==> src/rtl/bs_pkg.sv <==
// Shared definitions for the program sequencer: instruction width,
// opcode constants and the sequencer state encoding.
package bs_pkg;

    localparam int INSTR_W = 3;

    // Opcode space of the 3-bit instruction word. OP_NOP is also the value
    // presented to the processor whenever no instruction is in flight.
    localparam logic [INSTR_W-1:0] OP_NOP   = 3'b000;
    localparam logic [INSTR_W-1:0] OP_LOAD  = 3'b001;
    localparam logic [INSTR_W-1:0] OP_STORE = 3'b010;
    localparam logic [INSTR_W-1:0] OP_ADD   = 3'b011;
    localparam logic [INSTR_W-1:0] OP_SUB   = 3'b100;
    localparam logic [INSTR_W-1:0] OP_AND   = 3'b101;
    localparam logic [INSTR_W-1:0] OP_OR    = 3'b110;
    localparam logic [INSTR_W-1:0] OP_JUMP  = 3'b111;

    typedef enum logic [2:0] {
        ST_IDLE  = 3'd0,
        ST_ISSUE = 3'd1,
        ST_WAIT  = 3'd2,
        ST_DONE  = 3'd3,
        ST_ERR   = 3'd4
    } state_t;

endpackage : bs_pkg

==> src/rtl/program_rom.sv <==
// Program memory: synchronous write port plus a registered read port.
// The read register has a synchronous clear so the instruction output is a
// clean flop that reads OP_NOP whenever nothing is being executed. The
// storage array itself is never reset, so a program survives a reset.
module program_rom
    import bs_pkg::*;
#(
    parameter int DEPTH = 16,
    parameter int AW    = 4
) (
    input  logic               i_clk,
    input  logic               i_we,
    input  logic [AW-1:0]      i_waddr,
    input  logic [INSTR_W-1:0] i_wdata,
    input  logic [AW-1:0]      i_raddr,
    input  logic               i_rclr,
    output logic [INSTR_W-1:0] o_rdata
);

    logic [INSTR_W-1:0] r_mem [DEPTH];
    logic [INSTR_W-1:0] r_rdata;

    // Program store write; contents are deliberately left out of reset.
    always_ff @(posedge i_clk) begin
        if (i_we) begin
            r_mem[i_waddr] <= i_wdata;
        end
    end

    // Registered read, forced to OP_NOP while the sequencer is not busy.
    always_ff @(posedge i_clk) begin
        if (i_rclr) begin
            r_rdata <= OP_NOP;
        end else begin
            r_rdata <= r_mem[i_raddr];
        end
    end

    assign o_rdata = r_rdata;

endmodule : program_rom

==> src/rtl/program_sequencer.sv <==
// Program sequencer: steps through a small loaded program, issuing one
// instruction at a time and waiting for the processor's completion pulse,
// with a per-instruction watchdog, graceful halt and sticky error.
module program_sequencer
    import bs_pkg::*;
#(
    parameter int DEPTH   = 16,
    parameter int TIMEOUT = 32,
    localparam int AW     = (DEPTH > 1) ? $clog2(DEPTH) : 1
) (
    input  logic               i_clk,
    input  logic               i_rst,
    input  logic               i_load_en,
    input  logic [AW-1:0]      i_load_addr,
    input  logic [INSTR_W-1:0] i_load_data,
    input  logic [AW-1:0]      i_last_addr,
    input  logic               i_run,
    input  logic               i_halt,
    input  logic               i_clr_err,
    input  logic               i_con_pcincr,
    output logic [INSTR_W-1:0] o_data_instruction,
    output logic               o_start,
    output logic [AW-1:0]      o_pc,
    output logic               o_busy,
    output logic               o_done,
    output logic               o_err
);

    localparam int            CW     = $clog2(TIMEOUT + 1);
    localparam logic [CW-1:0] CNT_TO = CW'(TIMEOUT - 1);
    localparam logic [AW-1:0] PC_MAX = AW'(DEPTH - 1);

    state_t        r_state;
    state_t        w_state_nxt;
    logic [AW-1:0] r_pc;
    logic [AW-1:0] w_pc_nxt;
    logic [AW-1:0] w_pc_inc;
    logic [CW-1:0] r_cnt;
    logic [CW-1:0] w_cnt_nxt;
    logic          r_start;
    logic          r_busy;
    logic          r_done;
    logic          r_err;
    logic          w_busy_nxt;
    logic          w_rom_we;
    logic          w_rom_clr;

    // Next program counter with explicit wrap for non-power-of-two depths.
    assign w_pc_inc = (r_pc == PC_MAX) ? {AW{1'b0}} : (r_pc + AW'(1));

    // Next-state, next-pc and watchdog counter decisions.
    always_comb begin
        w_state_nxt = r_state;
        w_pc_nxt    = r_pc;
        w_cnt_nxt   = r_cnt;
        case (r_state)
            ST_IDLE: begin
                if (i_run && !i_load_en && !r_err) begin
                    w_state_nxt = ST_ISSUE;
                    w_pc_nxt    = {AW{1'b0}};
                    w_cnt_nxt   = {CW{1'b0}};
                end else begin
                    w_state_nxt = ST_IDLE;
                end
            end
            ST_ISSUE: begin
                w_state_nxt = ST_WAIT;
                w_cnt_nxt   = {CW{1'b0}};
            end
            ST_WAIT: begin
                // Completion beats the watchdog when both land together.
                if (i_con_pcincr) begin
                    w_cnt_nxt = {CW{1'b0}};
                    if (r_pc == i_last_addr) begin
                        w_state_nxt = ST_DONE;
                    end else if (i_halt) begin
                        w_state_nxt = ST_IDLE;
                    end else begin
                        w_state_nxt = ST_ISSUE;
                        w_pc_nxt    = w_pc_inc;
                    end
                end else if (r_cnt == CNT_TO) begin
                    w_state_nxt = ST_ERR;
                    w_cnt_nxt   = {CW{1'b0}};
                end else begin
                    w_cnt_nxt = r_cnt + CW'(1);
                end
            end
            ST_DONE: begin
                if (!i_run) begin
                    w_state_nxt = ST_IDLE;
                end else begin
                    w_state_nxt = ST_DONE;
                end
            end
            ST_ERR: begin
                if (i_clr_err) begin
                    w_state_nxt = ST_IDLE;
                end else begin
                    w_state_nxt = ST_ERR;
                end
            end
            default: begin
                w_state_nxt = ST_IDLE;
            end
        endcase
    end

    assign w_busy_nxt = (w_state_nxt == ST_ISSUE) || (w_state_nxt == ST_WAIT);

    // Program loads are accepted only while the sequencer sits in IDLE.
    assign w_rom_we  = i_load_en && (r_state == ST_IDLE) && !i_rst;
    // The ROM read register follows the next pc, so the instruction is
    // already registered on the cycle ISSUE begins and stays put in WAIT.
    assign w_rom_clr = i_rst || !w_busy_nxt;

    // State, pc, watchdog and registered status outputs.
    always_ff @(posedge i_clk) begin
        if (i_rst) begin
            r_state <= ST_IDLE;
            r_pc    <= {AW{1'b0}};
            r_cnt   <= {CW{1'b0}};
            r_start <= 1'b0;
            r_busy  <= 1'b0;
            r_done  <= 1'b0;
            r_err   <= 1'b0;
        end else begin
            r_state <= w_state_nxt;
            r_pc    <= w_pc_nxt;
            r_cnt   <= w_cnt_nxt;
            r_start <= (w_state_nxt == ST_ISSUE);
            r_busy  <= w_busy_nxt;
            r_done  <= (w_state_nxt == ST_DONE);
            r_err   <= (w_state_nxt == ST_ERR);
        end
    end

    program_rom #(
        .DEPTH (DEPTH),
        .AW    (AW)
    ) u_rom (
        .i_clk   (i_clk),
        .i_we    (w_rom_we),
        .i_waddr (i_load_addr),
        .i_wdata (i_load_data),
        .i_raddr (w_pc_nxt),
        .i_rclr  (w_rom_clr),
        .o_rdata (o_data_instruction)
    );

    assign o_start = r_start;
    assign o_pc    = r_pc;
    assign o_busy  = r_busy;
    assign o_done  = r_done;
    assign o_err   = r_err;

endmodule : program_sequencer
==> config.mk <==
export PLATFORM = sky130hd
export DESIGN_NAME = program_sequencer
export DESIGN_NICKNAME = d
export VERILOG_FILES = /design/src/rtl/bs_pkg.sv /design/src/rtl/program_rom.sv /design/src/rtl/program_sequencer.sv
export SDC_FILE = /design/constraint.sdc
export NUM_CORES = 1
export LEC_CHECK = 0
export ABC_CLOCK_PERIOD_IN_PS = 4600
export CAP_MARGIN = 25
export CORE_ASPECT_RATIO = 1.75
export CORE_MARGIN = 8
export CORE_UTILIZATION = 56
export DETAILED_ROUTE_END_ITERATION = 12
export GPL_TIMING_DRIVEN = 0
export PLACE_DENSITY = 0.74
export SLEW_MARGIN = 40
export SYNTH_ARGS = -nofsm -noshare
export SYNTH_HDL_FRONTEND = slang
export SYNTH_HIERARCHICAL = 1
export SYNTH_SLANG_ARGS = --single-unit
==> constraint.sdc <==
create_clock -name i_clk -period 4.6 [get_ports i_clk]
set_input_delay 1.38 -clock i_clk [delete_from_list [all_inputs] [get_ports i_clk]]
set_output_delay 1.38 -clock i_clk [all_outputs]
set_load 0.01 [all_outputs]
==> results of run 1 <==
## worst reg2reg max path, cell delays in order (launching register included)
cell and delay, ns:
dfxtp_1 0.30, clkbuf_1 0.20, or3b_2 0.55, nor2_1 0.26
a22o_1 0.32, clkbuf_1 0.41, mux4_2 0.40, o2111ai_1 0.24
o31ai_1 0.10
## placed cells by master (no fill, tap or decap), drive strengths merged, types with 2 or more instances in the layout
cell type	instances
a21o	2
a21oi	8
a22o	2
a31oi	6
and3	2
buf	4
bufinv	4
clkbuf	12
clkdlybuf4s50	28
clkinv	2
dfxtp	20
edfxtp	48
ha	2
inv	2
mux2i	6
mux4	10
nand2	8
nand2b	7
nand3	5
nand3b	6
nor2	27
nor2b	6
nor3	7
nor3b	5
o2111ai	2
o21ai	3
o31ai	3
o41ai	3
or3b	2
xnor2	2
xor2	6
## state kept, by name (all words and copies together) (netlist names)
name / flops
o_pc: 4
r_state: 3
u_rom/r_mem: 48
o_err: 1
o_done: 1
r_cnt: 6
o_busy: 1
o_start: 1
u_rom/o_rdata: 3
## per-stage QoR
stage,area (um^2),setup slack (ns),util [%],instances,hold WS (ns)
floorplan,2980,1.10,-,216,0.462
global placement,3330,0.374,63.8,299,0.485
detailed placement,3330,0.374,63.8,299,0.484
CTS,3590,0.711,68.9,314,0.522
global route,3590,0.537,68.9,314,0.555
finish,3590,0.687,68.9,314,0.515
## kinds of logic after synthesis
| family | share of synthesized area (%) |
|---|---|
| adder cells (fa/ha/maj) | 0.840 |
| XOR/XNOR | 2.35 |
| multiplexers | 10.3 |
| AO/OA/AOI/OAI | 8.28 |
| flip-flops | 61.8 |
| buffers and inverters | 2.02 |
| AND/OR/NAND/NOR | 14.3 |
## how the worst max path moves through the flow
stage / from / to / slack (ns) / cells after the start
final: i_last_addr[3] / u_rom/o_rdata[2] / 0.69 / 9
after global routing: i_last_addr[3] / u_rom/o_rdata[2] / 0.54 / 9
after CTS: i_last_addr[3] / u_rom/o_rdata[2] / 0.71 / 9
after detailed placement: i_last_addr[3] / u_rom/o_rdata[2] / 0.37 / 9
after global placement: i_last_addr[3] / u_rom/o_rdata[2] / 0.37 / 9
after floorplan: i_last_addr[3] / u_rom/o_rdata[0] / 1.10 / 9
## synthesized netlist by cell type (3+ instances only)
master / n / share of area [%]
dfxtp_1: 20 / 13
nand2_1: 8 / 1.0
nor3_1: 7 / 1.2
mux4_1: 6 / 5.3
nor3b_1: 4 / 1.0
nand2b_1: 7 / 1.5
a31oi_1: 6 / 1.3
o31ai_1: 3 / 0.76
nand3b_1: 6 / 1.5
o21ai_0: 3 / 0.50
mux2i_1: 6 / 2.0
nor2_1: 27 / 3.4
mux4_2: 4 / 3.0
clkbuf_1: 3 / 0.38
nand3_1: 5 / 0.84
xor2_1: 6 / 1.8
edfxtp_1: 48 / 48
a21oi_1: 8 / 1.3
nor2b_1: 5 / 1.1
## layout make-up
cell class              count  area (um^2)
flip-flops and latches     68         1840
inverters                   2         7.51
clock buffers               9          124
clock inverters             6          138
fillers                   380         1620
multi-input cells         139         1080
repair buffers             28          280
well taps                  55         68.8
plain buffers               7         52.6
## per-layer routing
layer	up-vias	part of all wire (%)	global-route usage (%)	routed length, um
li1	912	-	-	-
met1	883	37	14.6	2090
met2	40	57	29.2	3180
met3	10	4.5	4.20	254
met4	0	1.8	7.55	99
met5	-	0	0	0
## power breakdown
| group | switching, mW | internal [mW] | leakage [nW] |
|---|---|---|---|
| clock | 0.212 | 0.414 | 0.129 |
| sequential | 0.00301 | 0.662 | 0.594 |
| combinational | 0.0410 | 0.0363 | 0.457 |
| total | 0.256 | 1.11 | 1.18 |
==> out/qor.yml, run 1 <==
cp.arrival_ns: 4.12
cts.sinks: 68
hold_viol_final: 0
crit_required_ns: 4.81
hold_class: "flop to flop"
hpwl_um: 4230
finalSetupViolations: 0
syn_area_um2: 2980
h-tree-depth: 3
critPathSlowestCell: "o41ai_2"
drt_pass1_iterations: 4
power_density_nw_per_um2: 381
peakVddDrop_v: 0.000308
avgSynthCellArea_um2: 13.8
r2r_setup_slack_ns: 1.71
cts_tree: "built"
crit_family: "compound AO/OA/AOI/OAI gates"
wl_per_cell_um: 17.9
drt_wl_total_um: 5620
maxCapViolations: 0
grt_setup_unrepaired: "no"
cts_setup_buffers: 0
max_freq_mhz: 256
rows: 35
dr.first_iter.drc_count: 91
tns_ns: 0
via_count: 1845
clock_latency_ns: 0.33
cts_resized: 0
final.setup_skew_ns: 0.00480
synth-edff-count: 48
worstPathCellList: "clkdlybuf4s50_1 -> xor2_1 -> o41ai_2 -> a21o_2 -> a22o_1 -> clkbuf_1 -> mux4_2 -> o2111ai_1 -> o31ai_1"
initial_core_util_pct: 57.1
gp_congestion: 0.796
synth_cells: 216
nets: 275
min_period_over_period_pct: 85.1
die_w_um: 71.1
reg2reg_to: "u_rom/o_rdata[2]"
crit_fanout: 10
cts-root-buf: "clkbuf_8"
cp-end-kind: "flop"
layout-drive-gt1-share_pct: 11.2
port_buffers: 28
ios: 29
ys_seq_area_share_pct: 61.8
reg2reg_from: "r_state[0]"
yosys_register_bits: 68
detail-route-antenna-nets: 0
coreArea_um2: 5210
timing.final.crit_period_ns: 3.91
diodes: 0
die_area_um2: 8000
ys_warn_count: 6
design_power_total_mw: 1.37
postCtsHoldBufs: 0
ys_dominant_reg_cell: "edfxtp_1"
grt-ovfl-total: 0
worstMarginPinSlew_ns: 0.528
p_leak_nw: 1.18
max_slew_margin_pct: 64.5
syn2layout_area_growth_pct: 20.5
antenna_found_initial: 0
synth_cell_type_count: 44
status: "complete, no violations"
cts_buffers: 9
grt_pass1_vias: 1883
grt_max_degree: 17
track_usage_pct: 15.5
drc: 0
drv_slew: 0
avgViaCountPerCell: 5.88
hold_depth: 2
hp-start: "r_cnt[4]"
cpPeakStageDelay_ns: 0.48
die_y_um: 112
rr_worst_depth: 8
clk_pin_slew_worst_paths_ns: 0.07
path_class: "input pin to flop"
cts_buffer_depth: 2
async_reset_ff_share_pct: 0
grt_pass1_wl_um: 9400
path_buf_inv: 2
synth_nets: 236
min_to: "r_cnt[4]"
cp-start-kind: "input pin"
Power figures use the tool's default switching activity.
==> inputs of run 2 (changes only) <==
--- a/config.mk
+++ b/config.mk
@@ -9,10 +9,10 @@
 export CAP_MARGIN = 25
 export CORE_ASPECT_RATIO = 1.75
 export CORE_MARGIN = 8
-export CORE_UTILIZATION = 56
+export CORE_UTILIZATION = 45
 export DETAILED_ROUTE_END_ITERATION = 12
 export GPL_TIMING_DRIVEN = 0
-export PLACE_DENSITY = 0.74
+export PLACE_DENSITY = 0.61
 export SLEW_MARGIN = 40
 export SYNTH_ARGS = -nofsm -noshare
 export SYNTH_HDL_FRONTEND = slang
==> run 2 against run 1 <==
  * First-iteration DRC count shrank 2.2%
  * Global-route usage is 2.0 points lower
  * Utilization is 12 points lower
  * Clock skew is 0.00099 ns higher
  * Maximum frequency grew 0.37%
  * Combinational power rose by 1%
  * Sequential power barely moved
==> out/qor.yml, run 2 (synthesis gave the netlist of run 1 again) <==
die_y_um: 124
final.setup_skew_ns: 0.00579
cp-end-kind: "flop"
rows: 39
p_comb_share_pct: 5.3
crit_fanout: 10
dr.first_iter.drc_count: 89
finalSetupViolations: 0
die_w_um: 77.5
avgViaCountPerCell: 5.42
port_buffers: 28
cts-root-buf: "clkbuf_16"
cts.sinks: 68
initial_core_util_pct: 45.9
layout_common_cells: "edfxtp_1 (48), clkdlybuf4s50_1 (28), nor2_1 (27)"
power_switching_mw: 0.287
max_freq_mhz: 257
timing.final.crit_period_ns: 3.90
path_class: "input pin to flop"
sw_frac_of_total_pct: 19.7
detail-route-antenna-nets: 0
grt_setup_unrepaired: "no"
track_usage_pct: 13.5
cts_resized: 0
max_slew_margin_pct: 61.5
hp-start: "r_cnt[4]"
grt_pass1_vias: 1879
dp.cells: 326
antenna_found_initial: 0
final_common_cell: "edfxtp_1"
cp-start-kind: "input pin"
hold_class: "flop to flop"
nets: 275
hold_depth: 2
crit_required_ns: 4.80
drc: 0
largest_reg_flops: 48
gp_congestion: 0.767
worstMarginPinSlew_ns: 0.573
final_cells: 342
cts_buffer_depth: 2
reg2reg_from: "o_pc[3]"
cts_setup_buffers: 0
clock_latency_ns: 0.32
reg2reg_to: "u_rom/o_rdata[2]"
critPathSlowestCell: "o41ai_2"
p_leak_nw: 1.20
power_density_nw_per_um2: 397
cpPeakStageDelay_ns: 0.51
clk_pin_slew_worst_paths_ns: 0.06
r2r_setup_slack_ns: 1.78
die_area_um2: 9580
peakVddDrop_v: 0.000328
drt_wl_total_um: 5900
layout-drive-gt1-share_pct: 11.2
largest_register: "u_rom/r_mem"
seqPwrFrac_pct: 45.6
drt_pass1_iterations: 4
hpwl_um: 4500
min_period_over_period_pct: 84.8
hold_viol_final: 0
coreArea_um2: 6490
cts_tree: "built"
drv_slew: 0
grt_pass1_wl_um: 9560
grt-ovfl-total: 0
worstPathCellList: "clkdlybuf4s50_1 -> xor2_1 -> o41ai_2 -> a21o_2 -> a22o_1 -> clkbuf_1 -> mux4_2 -> o2111ai_1 -> o31ai_1"
maxCapViolations: 0
ios: 29
via_count: 1852
rr_worst_depth: 8
tns_ns: 0
diodes: 0
wl_per_cell_um: 17.2
cts_buffers: 9
final_util_pct: 56.7
h-tree-depth: 3
postCtsHoldBufs: 0
grt_max_degree: 17
status: "complete, no violations"
clkPwrFrac_pct: 49.1
min_to: "r_cnt[4]"
syn2layout_area_growth_pct: 23.5
cp.arrival_ns: 4.10
p_int_mw: 1.17
## run 2: cell count changes in the layout (fill, tap and decap cells not counted), moves of 2 or more
| cell | previous run | this run |
|---|---|---|
| clkbuf_16 | 0 | 9 |
| clkinvlp_4 | 0 | 2 |
| clkbuf_8 | 9 | 0 |
| bufinv_16 | 4 | 2 |
## run 2: worst max-delay path by stage
stage / startpoint / end / slack (ns) / cells after the start
after floorplan: i_last_addr[3] / u_rom/o_rdata[0] / 1.10 / 9
after global placement: i_last_addr[3] / u_rom/o_rdata[2] / 0.36 / 9
after detailed placement: i_last_addr[3] / u_rom/o_rdata[0] / 0.38 / 10
after CTS: i_last_addr[3] / u_rom/o_rdata[0] / 0.70 / 10
after global routing: i_run / u_rom/o_rdata[0] / 0.54 / 10
final: i_last_addr[3] / u_rom/o_rdata[2] / 0.70 / 9
## run 2: per-stage QoR
stage               area (um^2)  hold slack (ns)  power [mW]  setup WS [ns]
floorplan                  2980            0.462       0.717           1.10
CTS                        3680            0.497        1.48          0.703
finish                     3680            0.498        1.46          0.701
global placement           3360            0.488       0.756          0.355
detailed placement         3360            0.490       0.757          0.379
global route               3680            0.546        1.51          0.536
## run 2: final cells by class
class / count / area, um^2
plain buffers: 7 / 52.6
clock buffers: 10 / 229
clock inverters: 6 / 88.8
fillers: 518 / 2810
inverters: 2 / 7.51
multi-input cells: 139 / 1080
flip-flops and latches: 68 / 1840
well taps: 82 / 103
repair buffers: 28 / 280
## run 2: worst max-delay path: cells and delay by family
kind	cells	cell delay, ns
AO/OA/AOI/OAI	5	1.34
multiplexers	1	0.37
XOR/XNOR	1	0.19
buffers and inverters	2	0.80
## run 2: per-layer routing
layer	routed length, um	GRT usage (%)
met5	0	0
met4	149	8.55
met3	188	4.77
met2	3280	23.8
met1	2280	13.1
## run 2: power groups by stage
stage	logic, mW	clock network [mW]	registers [mW]
floorplan	0.0379	0	0.679
global placement	0.0779	0	0.678
detailed placement	0.0787	0	0.679
CTS	0.0790	0.733	0.666
global route	0.0859	0.763	0.666
finish	0.0781	0.716	0.666
==> inputs of run 3 (changes only) <==
--- a/config.mk
+++ b/config.mk
@@ -5,14 +5,14 @@
 export SDC_FILE = /design/constraint.sdc
 export NUM_CORES = 1
 export LEC_CHECK = 0
-export ABC_CLOCK_PERIOD_IN_PS = 4600
+export ABC_CLOCK_PERIOD_IN_PS = 3250
 export CAP_MARGIN = 25
 export CORE_ASPECT_RATIO = 1.75
 export CORE_MARGIN = 8
 export CORE_UTILIZATION = 45
 export DETAILED_ROUTE_END_ITERATION = 12
 export GPL_TIMING_DRIVEN = 0
-export PLACE_DENSITY = 0.61
+export PLACE_DENSITY = 0.64
 export SLEW_MARGIN = 40
 export SYNTH_ARGS = -nofsm -noshare
 export SYNTH_HDL_FRONTEND = slang
==> constraint.sdc (replaced) <==
create_clock -name i_clk -period 3.25 [get_ports i_clk]
set_input_delay 0.975 -clock i_clk [delete_from_list [all_inputs] [get_ports i_clk]]
set_output_delay 0.975 -clock i_clk [all_outputs]
set_load 0.01 [all_outputs]
==> run 3 against run 2 <==
  * Final cell count is 1.8% higher
  * Register-to-register slack worse by 1.2 ns
  * Clock power is 28% higher
  * Total power is 36% higher
  * First-iteration DRC count is 2.2% higher
  * Via count increased by 3.3%
  * Wire length rose by 0.81%
  * Global-route usage about the same
  * Clock skew decreased by 0.0022 ns
  * Clock-buffer cell count increased by 2
  * Die area did not move
  * Largest power group is now registers
==> out/qor.yml, run 3 (synthesis gave the netlist of run 1 again) <==
wl_met2_um: 3370
hold_viol_final: 0
reg2reg_to: "u_rom/o_rdata[1]"
final_common_cell: "edfxtp_1"
grt-ovfl-total: 0
via_count: 1913
p_int_mw: 1.59
port_buffers: 28
initial_core_util_pct: 45.9
max_slew_margin_pct: 63.0
seqPwrFrac_pct: 47.6
cts.sinks: 68
wl_met3_um: 241
cpMostUsedCell: "a31oi_1"
drc: 0
path_buf_inv: 3
grt_pass1_vias: 1913
highest_layer: "met4"
grt_pass1_wl_um: 9700
timing.final.crit_period_ns: 3.16
cp-start-kind: "input pin"
clock_latency_ns: 0.33
crit_required_ns: 3.46
maxCapViolations: 0
die_y_um: 124
final.setup_skew_ns: 0.00357
coreArea_um2: 6490
status: "complete, no violations"
layout-drive-gt1-share_pct: 16.2
hold_class: "flop to flop"
drt_pass1_iterations: 4
grt_setup_unrepaired: "no"
wl_per_cell_um: 17.1
clkPwrFrac_pct: 46.4
p_comb_share_pct: 6.1
setup_ws_ns: 0.0865
rr_worst_depth: 11
power_switching_mw: 0.394
design_power_total_mw: 1.98
power_density_nw_per_um2: 526
dr.first_iter.drc_count: 91
fillers: 533
diodes: 0
cp-end-kind: "flop"
critPathSlowestCell: "clkdlybuf4s50_1"
grt_max_degree: 17
hpwl_um: 4430
gp_congestion: 0.766
detail-route-antenna-nets: 0
sw_frac_of_total_pct: 19.9
cp.arrival_ns: 3.37
worstPathCellList: "clkdlybuf4s50_1 -> nor3b_4 -> o21ai_2 -> a21o_2 -> a22o_1 -> buf_6 -> buf_12 -> mux4_2 -> nor3b_1 -> a31oi_1 -> a31oi_1"
reg2reg_from: "o_pc[0]"
met1_length_um: 2210
crit_family: "compound AO/OA/AOI/OAI gates"
track_usage_pct: 13.5
peakVddDrop_v: 0.000443
finalSetupViolations: 0
crit_fanout: 4
timing.critical_path.from: "i_run"
crit_end: "u_rom/o_rdata[1]"
clk_pin_slew_worst_paths_ns: 0.05
die_w_um: 77.5
pre_cts_slack_ns: -0.600
max_freq_mhz: 316
tns_ns: 0
final_util_pct: 58.0
rows: 39
die_area_um2: 9580
h-tree-depth: 3
p_leak_nw: 1.23
nets: 281
cts_buffers: 9
path_class: "input pin to flop"
syn2layout_area_growth_pct: 26.5
layout_common_cells: "edfxtp_1 (48), nor2_1 (26), clkdlybuf4s50_1 (24)"
largest_reg_flops: 48
worstMarginPinSlew_ns: 0.551
cts_buffer_depth: 2
fin_hold_ws_ns: 0.511
avgViaCountPerCell: 5.50
r2r_setup_slack_ns: 0.63
cts_tree: "built"
ios: 29
cts-root-buf: "clkbuf_16"
path_depth: 11
min_period_over_period_pct: 97.3
drt_wl_total_um: 5950
largest_register: "u_rom/r_mem"
antenna_found_initial: 0
cpPeakStageDelay_ns: 0.51
drv_slew: 0
[run 3: changes by cell type in the layout (fill, tap and decap cells not counted), sizes merged]
cell / delta
buf: +6
clkinv: -1
clkdlybuf4s50: -4
clkbuf: +2
dlygate4sd2: +4
bufinv: -1
[run 3: stage by stage]
stage / instance area (um^2) / std cells
floorplan: 2980 / 216
global placement: 3360 / 326
detailed placement: 3360 / 326
CTS: 3750 / 347
global route: 3770 / 348
finish: 3770 / 348
[run 3: layer usage]
| layer | vias to the layer above | track usage, % |
|---|---|---|
| li1 | 924 | - |
| met1 | 938 | 12.8 |
| met2 | 38 | 25.2 |
| met3 | 13 | 4.19 |
| met4 | 0 | 7.36 |
| met5 | - | 0 |
[run 3: cell type report]
type	instances	area (um^2)	area share, %
Sequential cell	68	1840	48.9
Multi-Input combinational cell	139	1140	30.3
Timing Repair Buffer	34	333	8.84
Clock buffer	12	236	6.28
Tap cell	82	103	2.72
Buffer	7	53.8	1.43
Clock inverter	4	50.0	1.33
Inverter	2	7.51	0.199
[run 3: what timing repair did]
| action | 4_1_cts | 5_1_grt |
|---|---|---|
| endpoints found under the setup margin | 3 | 3 |
| buffers inserted | 5 | 1 |
| pin swaps | 2 | 1 |
| gates resized for setup | 15 | 2 |
| hold buffers | 0 | 0 |
[run 3: power groups by stage]
stage	sequential [mW]	clock, mW	combinational [mW]
after global routing	0.943	0.976	0.131
after global placement	0.960	0	0.110
final	0.943	0.918	0.120
after detailed placement	0.960	0	0.111
after CTS	0.943	0.940	0.119
after floorplan	0.961	0	0.0536
[run 3: worst min-delay path by stage]
stage,cells after the start,end,start,slack [ns]
floorplan,2,r_cnt[4],r_cnt[4],0.46
global placement,2,r_cnt[4],r_cnt[4],0.49
detailed placement,2,r_cnt[4],r_cnt[4],0.51
CTS,2,r_cnt[4],r_cnt[4],0.51
global route,2,r_cnt[4],r_cnt[4],0.55
finish,2,r_cnt[4],r_cnt[4],0.51
[run 3: worst register-to-register path, cell delays in order (launching register included)]
cell and delay, ns:
dfxtp_1 0.47, xor2_2 0.14, o41ai_2 0.39, buf_4 0.19, nor2_4 0.05, a22o_1 0.22, buf_6 0.14, buf_12 0.12
mux4_2 0.41, nor3b_1 0.16, a31oi_1 0.15, a31oi_1 0.09
